--- src/rtl/paicore_send_xc_if.sv ---
`default_nettype none
// ============================================================================
//  Module      : paicore_send_xc_if
//  Description : Frame-input stream plus per-link 4-phase request/acknowledge
//                bundle between the PAICORE transmit datapath and its peers.
//  Revision    : 1.0 - initial release
// ============================================================================
interface paicore_send_xc_if #(
    parameter int Channel    = 4,
    parameter int DATA_WIDTH = 64
);
    logic                    s_axis_tvalid;
    logic [DATA_WIDTH-1:0]   s_axis_tdata;
    logic                    s_axis_tlast;
    logic                    s_axis_tready;
    logic [Channel-1:0]      request;
    logic [Channel*32-1:0]   dout;
    logic [Channel-1:0]      acknowledge;

    // Transmit datapath side: consumes frames, drives the chip links.
    modport slave (
        input  s_axis_tvalid, s_axis_tdata, s_axis_tlast, acknowledge,
        output s_axis_tready, request, dout
    );

    // Environment side: frame source plus chip-side responder.
    modport master (
        output s_axis_tvalid, s_axis_tdata, s_axis_tlast, acknowledge,
        input  s_axis_tready, request, dout
    );
endinterface
`default_nettype wire

--- src/rtl/paicore_send_xc.sv ---
`default_nettype none
// ============================================================================
//  Module      : paicore_send_xc
//  Description : Splits 64-bit stream frames into two 32-bit words and sends
//                them over round-robin selected 4-phase req/ack links, with a
//                programmable completion frame count.
//  Revision    : 1.0 - initial release
// ============================================================================
module paicore_send_xc #(
    parameter int Channel    = 4,
    parameter int DATA_WIDTH = 64
) (
    input  logic               s_axis_aclk,
    input  logic               s_axis_aresetn,
    input  logic [Channel-1:0] oen,
    input  logic [31:0]        iFrameNumMax,
    input  logic               i_send_clr,
    paicore_send_xc_if.slave   bus,
    output logic               send_hsked,
    output logic               o_send_busy,
    output logic               o_send_done
);
    localparam int CH_W   = (Channel > 1) ? $clog2(Channel) : 1;
    localparam int WORD_W = DATA_WIDTH / 2;

    typedef enum logic [1:0] {
        ST_IDLE = 2'd0,
        ST_REQ  = 2'd1,
        ST_REL  = 2'd2
    } state_t;

    state_t                state_q, state_d;
    logic [CH_W-1:0]       ch_q, ch_d;
    logic [CH_W-1:0]       rr_ptr_q, rr_ptr_d;
    logic                  word_q, word_d;
    logic [WORD_W-1:0]     lo_word_q, lo_word_d;
    logic [31:0]           cnt_q, cnt_d;
    logic                  done_q, done_d;
    logic                  hsked_q, hsked_d;
    logic [Channel-1:0]    request_q, request_d;
    logic [Channel*32-1:0] dout_q, dout_d;
    logic [Channel-1:0]    ack_meta_q, ack_s_q;

    logic                  tready;
    logic                  hsk;
    logic                  frame_done;
    logic                  ack_sel;
    logic [CH_W-1:0]       pick_ch;
    logic [CH_W-1:0]       pick_any;
    logic [CH_W-1:0]       pick_hi;
    logic                  hi_found;
    logic                  unused_tlast;

    // Frame boundaries come from the fixed two-word split, so tlast carries no information.
    assign unused_tlast = bus.s_axis_tlast;

    // Accept only when idle, some link is enabled, not done and not being cleared.
    assign tready = s_axis_aresetn && (state_q == ST_IDLE) && (|oen) && !done_q && !i_send_clr;
    assign hsk    = tready && bus.s_axis_tvalid;

    assign bus.s_axis_tready = tready;
    assign bus.request       = request_q;
    assign bus.dout          = dout_q;
    assign send_hsked        = hsked_q;
    assign o_send_busy       = (state_q != ST_IDLE);
    assign o_send_done       = done_q;

    // Two-flop synchronizer for the asynchronous acknowledge lines.
    always_ff @(posedge s_axis_aclk or negedge s_axis_aresetn) begin
        if (!s_axis_aresetn) begin
            ack_meta_q <= '0;
            ack_s_q    <= '0;
        end else begin
            ack_meta_q <= bus.acknowledge;
            ack_s_q    <= ack_meta_q;
        end
    end

    // Round-robin pick: lowest enabled link at or above rr_ptr, else lowest enabled link overall.
    always_comb begin
        pick_any = '0;
        pick_hi  = '0;
        hi_found = 1'b0;
        for (int c = Channel - 1; c >= 0; c--) begin
            if (oen[c]) begin
                pick_any = CH_W'(c);
                if (CH_W'(c) >= rr_ptr_q) begin
                    pick_hi  = CH_W'(c);
                    hi_found = 1'b1;
                end
            end
        end
        pick_ch = hi_found ? pick_hi : pick_any;
    end

    // Synchronized acknowledge of the link owning the in-flight frame.
    always_comb begin
        ack_sel = 1'b0;
        for (int c = 0; c < Channel; c++) begin
            if (CH_W'(c) == ch_q) begin
                ack_sel = ack_s_q[c];
            end
        end
    end

    // Next-state, link drive and frame-count logic.
    always_comb begin
        state_d    = state_q;
        ch_d       = ch_q;
        rr_ptr_d   = rr_ptr_q;
        word_d     = word_q;
        lo_word_d  = lo_word_q;
        request_d  = request_q;
        dout_d     = dout_q;
        hsked_d    = 1'b0;
        frame_done = 1'b0;

        case (state_q)
            ST_IDLE: begin
                if (hsk) begin
                    lo_word_d = bus.s_axis_tdata[WORD_W-1:0];
                    ch_d      = pick_ch;
                    rr_ptr_d  = (pick_ch == CH_W'(Channel - 1)) ? '0 : pick_ch + 1'b1;
                    word_d    = 1'b0;
                    hsked_d   = 1'b1;
                    for (int c = 0; c < Channel; c++) begin
                        if (CH_W'(c) == pick_ch) begin
                            request_d[c]       = 1'b1;
                            dout_d[32*c +: 32] = bus.s_axis_tdata[63:32];
                        end
                    end
                    state_d = ST_REQ;
                end
            end
            ST_REQ: begin
                // An acknowledge already high on entry is taken as the acknowledge.
                if (ack_sel) begin
                    for (int c = 0; c < Channel; c++) begin
                        if (CH_W'(c) == ch_q) begin
                            request_d[c] = 1'b0;
                        end
                    end
                    state_d = ST_REL;
                end
            end
            ST_REL: begin
                if (!ack_sel) begin
                    if (!word_q) begin
                        word_d = 1'b1;
                        for (int c = 0; c < Channel; c++) begin
                            if (CH_W'(c) == ch_q) begin
                                request_d[c]       = 1'b1;
                                dout_d[32*c +: 32] = lo_word_q;
                            end
                        end
                        state_d = ST_REQ;
                    end else begin
                        frame_done = 1'b1;
                        state_d    = ST_IDLE;
                    end
                end
            end
            default: state_d = ST_IDLE;
        endcase

        // A clear zeroes the counter first; a frame finishing in the same cycle still counts.
        cnt_d  = (i_send_clr ? 32'd0 : cnt_q) + {31'd0, frame_done};
        done_d = (done_q && !i_send_clr) || ((iFrameNumMax != 32'd0) && (cnt_d == iFrameNumMax));
    end

    // State and datapath registers.
    always_ff @(posedge s_axis_aclk or negedge s_axis_aresetn) begin
        if (!s_axis_aresetn) begin
            state_q   <= ST_IDLE;
            ch_q      <= '0;
            rr_ptr_q  <= '0;
            word_q    <= 1'b0;
            lo_word_q <= '0;
            cnt_q     <= '0;
            done_q    <= 1'b0;
            hsked_q   <= 1'b0;
            request_q <= '0;
            dout_q    <= '0;
        end else begin
            state_q   <= state_d;
            ch_q      <= ch_d;
            rr_ptr_q  <= rr_ptr_d;
            word_q    <= word_d;
            lo_word_q <= lo_word_d;
            cnt_q     <= cnt_d;
            done_q    <= done_d;
            hsked_q   <= hsked_d;
            request_q <= request_d;
            dout_q    <= dout_d;
        end
    end
endmodule
`default_nettype wire

--- src/flat_wrapper.sv ---
// flat-port wrapper written by rule: the top's interface ports become plain ports
module paicore_send_xc_flat 
#(
    parameter int Channel    = 4,
    parameter int DATA_WIDTH = 64
)
  (s_axis_aclk, s_axis_aresetn, oen, iFrameNumMax, i_send_clr, send_hsked, o_send_busy, o_send_done, bus_s_axis_tvalid, bus_s_axis_tdata, bus_s_axis_tlast, bus_acknowledge, bus_s_axis_tready, bus_request, bus_dout);
  paicore_send_xc_if #(.Channel(Channel), .DATA_WIDTH(DATA_WIDTH)) bus_i ();
  input  logic s_axis_aclk;
  input  logic s_axis_aresetn;
  input  logic [Channel-1:0] oen;
  input  logic [31:0] iFrameNumMax;
  input  logic i_send_clr;
  output logic send_hsked;
  output logic o_send_busy;
  output logic o_send_done;
  input wire logic [$bits(bus_i.s_axis_tvalid)-1:0] bus_s_axis_tvalid;
  input wire logic [$bits(bus_i.s_axis_tdata)-1:0] bus_s_axis_tdata;
  input wire logic [$bits(bus_i.s_axis_tlast)-1:0] bus_s_axis_tlast;
  input wire logic [$bits(bus_i.acknowledge)-1:0] bus_acknowledge;
  output wire logic [$bits(bus_i.s_axis_tready)-1:0] bus_s_axis_tready;
  output wire logic [$bits(bus_i.request)-1:0] bus_request;
  output wire logic [$bits(bus_i.dout)-1:0] bus_dout;
  assign bus_i.s_axis_tvalid = bus_s_axis_tvalid;
  assign bus_i.s_axis_tdata = bus_s_axis_tdata;
  assign bus_i.s_axis_tlast = bus_s_axis_tlast;
  assign bus_i.acknowledge = bus_acknowledge;
  assign bus_s_axis_tready = bus_i.s_axis_tready;
  assign bus_request = bus_i.request;
  assign bus_dout = bus_i.dout;
  paicore_send_xc #(.Channel(Channel), .DATA_WIDTH(DATA_WIDTH)) u_core (.s_axis_aclk(s_axis_aclk), .s_axis_aresetn(s_axis_aresetn), .oen(oen), .iFrameNumMax(iFrameNumMax), .i_send_clr(i_send_clr), .bus(bus_i), .send_hsked(send_hsked), .o_send_busy(o_send_busy), .o_send_done(o_send_done));
endmodule
--- config.mk ---
export PLATFORM = sky130hd
export DESIGN_NAME = paicore_send_xc_flat
export DESIGN_NICKNAME = d
export VERILOG_FILES = /design/src/rtl/paicore_send_xc_if.sv /design/src/rtl/paicore_send_xc.sv /design/src/flat_wrapper.sv
export SDC_FILE = /design/constraint.sdc
export NUM_CORES = 1
export LEC_CHECK = 0
export CAP_MARGIN = 20
export CORE_ASPECT_RATIO = 1.1
export CORE_MARGIN = 2
export CORE_UTILIZATION = 35
export CTS_CLUSTER_DIAMETER = 50
export DETAILED_ROUTE_END_ITERATION = 10
export SYNTH_ARGS = -nofsm -noshare
export SYNTH_HDL_FRONTEND = slang
export SYNTH_SLANG_ARGS = --single-unit
--- constraint.sdc ---
create_clock -name s_axis_aclk -period 7.6 [get_ports s_axis_aclk]
set_input_delay 2.28 -clock s_axis_aclk [delete_from_list [all_inputs] [get_ports s_axis_aclk]]
set_output_delay 2.28 -clock s_axis_aclk [all_outputs]
set_load 0.005 [all_outputs]
# Yosys cells after proc, flatten, opt, wreduce, memory -nomap -nowiden
# Cells that the tools add are included.
# op_classes
n_addsub	2
magnitude_cmp	4
eq_ne	26
muxes	69
n_reduce_logical	29
# op_table
cell	n
$mux W128	3
$mux W32	9
$pmux W128 S2	1
$mux W2	17
$add A32 B1 Y32	1
$eq A32 B32 Y1	1
$mux W1	32
$reduce_and A8 Y1	4
$reduce_bool A32 Y1	1
$reduce_and A6 Y1	4
$ne A2 B1 Y1 const B	10
$mux W4	4
$ne A2 B2 Y1 const B	6
$pmux W4 S3	1
$eq A2 B2 Y1 const A	4
$logic_and A1 B1 Y1	7
$logic_not A2 Y1	3
$pmux W2 S3	1
$reduce_and A3 Y1	2
$eq A1 B2 Y1 const A	2
$eq A2 B2 Y1 const B	2
$ge A1 B2 Y1 const A	2
$ge A2 B2 Y1 const A	2
$reduce_bool A2 Y1	2
other kinds (8)	9
# totals
ff_bits	213
out_inout_bits	136
elab_cells	148

# Depth between registers and ports, before layout
# depth
word_depth	14
mapped_depth	16
ltp_nobuf	11

# Worst setup path before layout
# OpenSTA, ideal clock, no wires.
# synth_path
path_type	input-to-reg
startpoint	input port i_send_clr
endpoint	register u_core.done_q (netlist: u_core.o_send_done)
setup_time_ns	0.095
t_arrival_ns	5.717
slack_ns	1.788
cell_stages	16
path_buffers	6
path_cell_list	buf_2 -> clkbuf_1 -> clkbuf_1 -> buf_2 -> buf_1 -> nor2b_1 -> ha_1 -> nand4_1 -> or3_4 -> buf_6 -> nor4_4 -> xnor2_1 -> mux2i_1 -> a22oi_1 -> or4_1 -> o32ai_2
# synth_between
elab_chain_cells	5
word_cells_on_any_way	7
cone_classes	1 x add/sub; 1 x eq/ne; 1 x mux; 4 x reduce/logical
# synth_rtl
element	line_no	source
start, declared	flat_wrapper.sv:13	input logic i_send_clr;
$mux W32	paicore_send_xc.sv:167	cnt_d = (i_send_clr ? 32'd0 : cnt_q) + {31'd0, frame_done};
$add A32 B1 Y32	paicore_send_xc.sv:167	
$eq A32 B32 Y1	paicore_send_xc.sv:168	done_d = (done_q && !i_send_clr) || ((iFrameNumMax != 32'd0) && (cnt_d == iFrameNumMax));
$logic_and A1 B1 Y1	paicore_send_xc.sv:168	
$logic_or A1 B1 Y1 *	paicore_send_xc.sv:168	
net u_core.done_d	paicore_send_xc.sv:38	logic done_q, done_d;
end signal, assigned	paicore_send_xc.sv:191	done_q <= done_d;
end, declared	paicore_send_xc.sv:38	
# Mark *: on every way through the listed nets, which the timed path passes. The rest lies on a longest branch.
# A chain may end at the register's enable or synchronous reset.

# Final worst setup path
# layout_path
startpoint	input port i_send_clr
endpoint	output port bus_s_axis_tready
# layout_between
elab_chain_cells	2
# layout_rtl
element	line_no	source
$logic_not A1 Y1	paicore_send_xc.sv:58	assign tready = s_axis_aresetn && (state_q == ST_IDLE) && (|oen) && !done_q && !i_send_clr;
$logic_and A1 B1 Y1	paicore_send_xc.sv:58	
end, declared	flat_wrapper.sv:21	output wire logic [$bits(bus_i.s_axis_tready)-1:0] bus_s_axis_tready;
# Every way passes these cells.

==> results.py <==
metrics = {
    "timing": {
        "slew_headroom_pct": 40.2,
        "hold_viol": 0,
        "tightest_slew_ns": 0.897,
        "setup_viol": 0,
        "fmax_mhz": 161,
        "fin_hold_ws_ns": 0.349,
        "fin_crit_ns": 6.21,
        "rsz0062_at_grt": "false",
        "final.setup.worst_slack_ns": 1.39,
        "finalMaxSlewViolations": 0,
        "finalCritPeriodShare_pct": 81.8,
        "fin_worst_skew_ns": 0.0151,
        "setup_tns_ns": 0,
    },
    "placed_design": {
        "port_buffers": 243,
        "dp.cells": 1440,
        "dp_slack_ns": 1.36,
        "gp_congestion": 0.818,
        "place_hpwl_mm": 18.6,
        "dpl_cell_area_sq_mm": 0.0121,
    },
    "logic_synthesis": {
        "yosysSeqAreaShare_pct": 57.2,
        "synth.distinct_cells": 55,
        "synthMuxAreaShare_pct": 8.24,
        "synth_edf_count": 0,
        "synth-simple-area-share_pct": 15.2,
        "ys.flop_type": "dfrtp_1",
        "synth.net_count": 996,
        "synth-seq-cells": 213,
        "synth_top_family_by_area": "simple AND/OR/NAND/NOR gates",
        "avgSynthCellArea_sq_um": 10.6,
        "synth_xor_area_share_pct": 4.51,
        "syn-cell-area_sq_mm": 0.00932,
        "async_reset_ff_share_pct": 100,
        "synth_cells": 881,
        "synth-adder-area-share_pct": 0.806,
        "yosysWarnings": 0,
        "synth-compound-area-share_pct": 11.4,
    },
    "floorplan": {
        "coreArea_sq_mm": 0.0261,
        "die_w_microns": 160,
        "start_util_pct": 35.6,
        "rows": 62,
        "die_area_sq_mm": 0.0279,
        "ioPinCount": 245,
        "die_y_microns": 175,
    },
    "finish": {
        "layout_common_cells": "clkdlybuf4s50_1 (242), dfrtp_1 (213), nor2_1 (160), a21oi_1 (152), mux2_2 (36)",
        "finish.net_count": 1234,
        "layout_commonest_cell": "clkdlybuf4s50_1",
        "final_area_sq_mm": 0.0132,
        "drive_gt1_share_pct": 9.91,
        "n_antenna_cell": 0,
        "fillers": 2420,
        "area_growth_syn_to_layout_pct": 41.3,
        "finalNonFillerCells": 1492,
    },
    "worst_setup_path": {
        "path_class": "in2out",
        "worst_setup_path_end_kind": "primary output",
        "crit_fanout": 3,
        "critPathRequiredTime_ns": 5.32,
        "cp_slowest_cell": "clkdlybuf4s50_1",
        "cp_num_buf_inv": 2,
        "arrival_ns": 3.93,
        "cpLargestDelayFamily": "buffers and inverters",
        "worst_setup_path_start_kind": "input pin",
        "crit_top_cell": "clkdlybuf4s50_1",
        "cpPeakStageDelay_ns": 0.57,
        "crit_chain": "clkdlybuf4s50_1, nand3b_1, a211oi_1, clkdlybuf4s50_1",
    },
    "global_routing": {
        "antenna_found_initial": 0,
        "grt_pass1_wl_mm": 43.6,
        "grt.total_usage_pct": 19.5,
        "grt_max_degree": 72,
        "grt_pass1_vias": 7766,
        "grt_remaining_overflow": 0,
    },
    "drt": {
        "wl_mm": 27.1,
        "wl_per_cell_microns": 18.1,
        "drt_iter0_markers": 335,
        "drt-pass1-iter-count": 4,
        "vias_per_cell": 4.96,
        "vias": 7400,
        "antenna_left": 0,
        "drc": 0,
    },
    "hold_path": {
        "hold_class": "reg2reg",
    },
    "outcome": {
        "status": "finished, final reports clean",
    },
    "pwr": {
        "ir_worst_vdd_uv": 211,
        "powerDensity_mw_per_mm2": 386,
        "power.leakage_nw": 5.37,
    },
    "clock_network": {
        "cts.sinks": 213,
        "clock_latency_ns": 0.53,
        "cts_tree": "done",
        "cts.path.max_buffers": 3,
        "htree_levels": 1,
        "cts-root-buf": "clkbuf_16",
        "numCtsBuffers": 28,
        "cts_hold_buf": 0,
        "ctsResizeCount": 0,
        "post_cts_buffers": 0,
        "clk_pin_slew_ns": 0.06,
    },
    "run": {
        "max-cap-violations": 0,
    },
}
==> kinds of logic (layout without fill, tap and decap cells) <==
family          after synthesis  after routing
compound gates              194            194
simple gates                287            287
fa+ha+maj                     6              6
xor+xnor                     48             48
flops                       213            213
buf+inv                      62            321
mux                          71             71
==> path summary, 6_finish.rpt <==
kind | from | to | slack (ns) | cells after the start
setup reg to reg | u_core.ch_q[0] | u_core.o_send_done | 2.87 | 11
setup / recovery | i_send_clr | bus_s_axis_tready | 1.39 | 4
hold / removal | u_core.ack_meta_q[1] | u_core.ack_s_q[1] | 0.35 | 0
hold reg to reg | u_core.ack_meta_q[1] | u_core.ack_s_q[1] | 0.35 | 0
max in group asynchronous | s_axis_aresetn | u_core.lo_word_q[22] | 4.24 | 3
min in group asynchronous | s_axis_aresetn | u_core.cnt_q[31] | 1.62 | 1
==> state kept, by name, indices dropped and copies added, names as in the netlist <==
signal and cells:
u_core.bus.dout 128, u_core.cnt_q 32, u_core.lo_word_q 32, u_core.ack_meta_q 4, u_core.ack_s_q 4, u_core.bus.request 4, u_core.ch_q 2, u_core.rr_ptr_q 2
u_core.state_q 2, u_core.o_send_done 1, u_core.send_hsked 1, u_core.word_q 1
==> where the power goes <==
group          internal (mW)  switching, mW  leakage (nW)
registers               1.60          0.286          2.55
logic                   1.03          0.767          2.33
clock network          0.865          0.528         0.489
total                   3.50           1.58          5.37
==> layout make-up <==
cell class / instances / area [sq um] / area share (%)
timing repair buffer: 254 / 2540 / 19.3
sequential: 213 / 5330 / 40.5
clock buffer: 36 / 812 / 6.17
multi-input combinational: 606 / 3790 / 28.8
inverter: 16 / 60.1 / 0.456
tap: 352 / 440 / 3.35
clock inverter: 15 / 191 / 1.45
==> synth_stat cells, drive strengths merged (14+ instances only) <==
library cell,number,area [sq um]
clkbuf,39,146
dfrtp,213,5330
nor2,163,612
xnor2,28,245
xor2,20,175
nand4,14,109
inv,16,60.1
nor4,17,121
nand2,16,60.1
mux2,36,405
a21oi,153,766
mux2i,34,340
==> per-layer routing <==
metal	routed length [microns]	share of wire, %	up-vias	GRT usage (%)
li1	-	-	3568	-
met1	11600	43	3533	25.1
met2	12100	45	247	30.7
met3	2600	9.6	52	7.24
met4	736	2.7	0	5.68
met5	0	0	-	0
==> per-stage QoR <==
step                util [%]  total power, mW
CTS                     50.3             5.14
global placement        46.4             3.67
finish                  50.4             5.08
global route            50.4             5.40
floorplan                  -             2.59
detailed placement      46.4             3.71
Power figures use the tool's default switching activity.
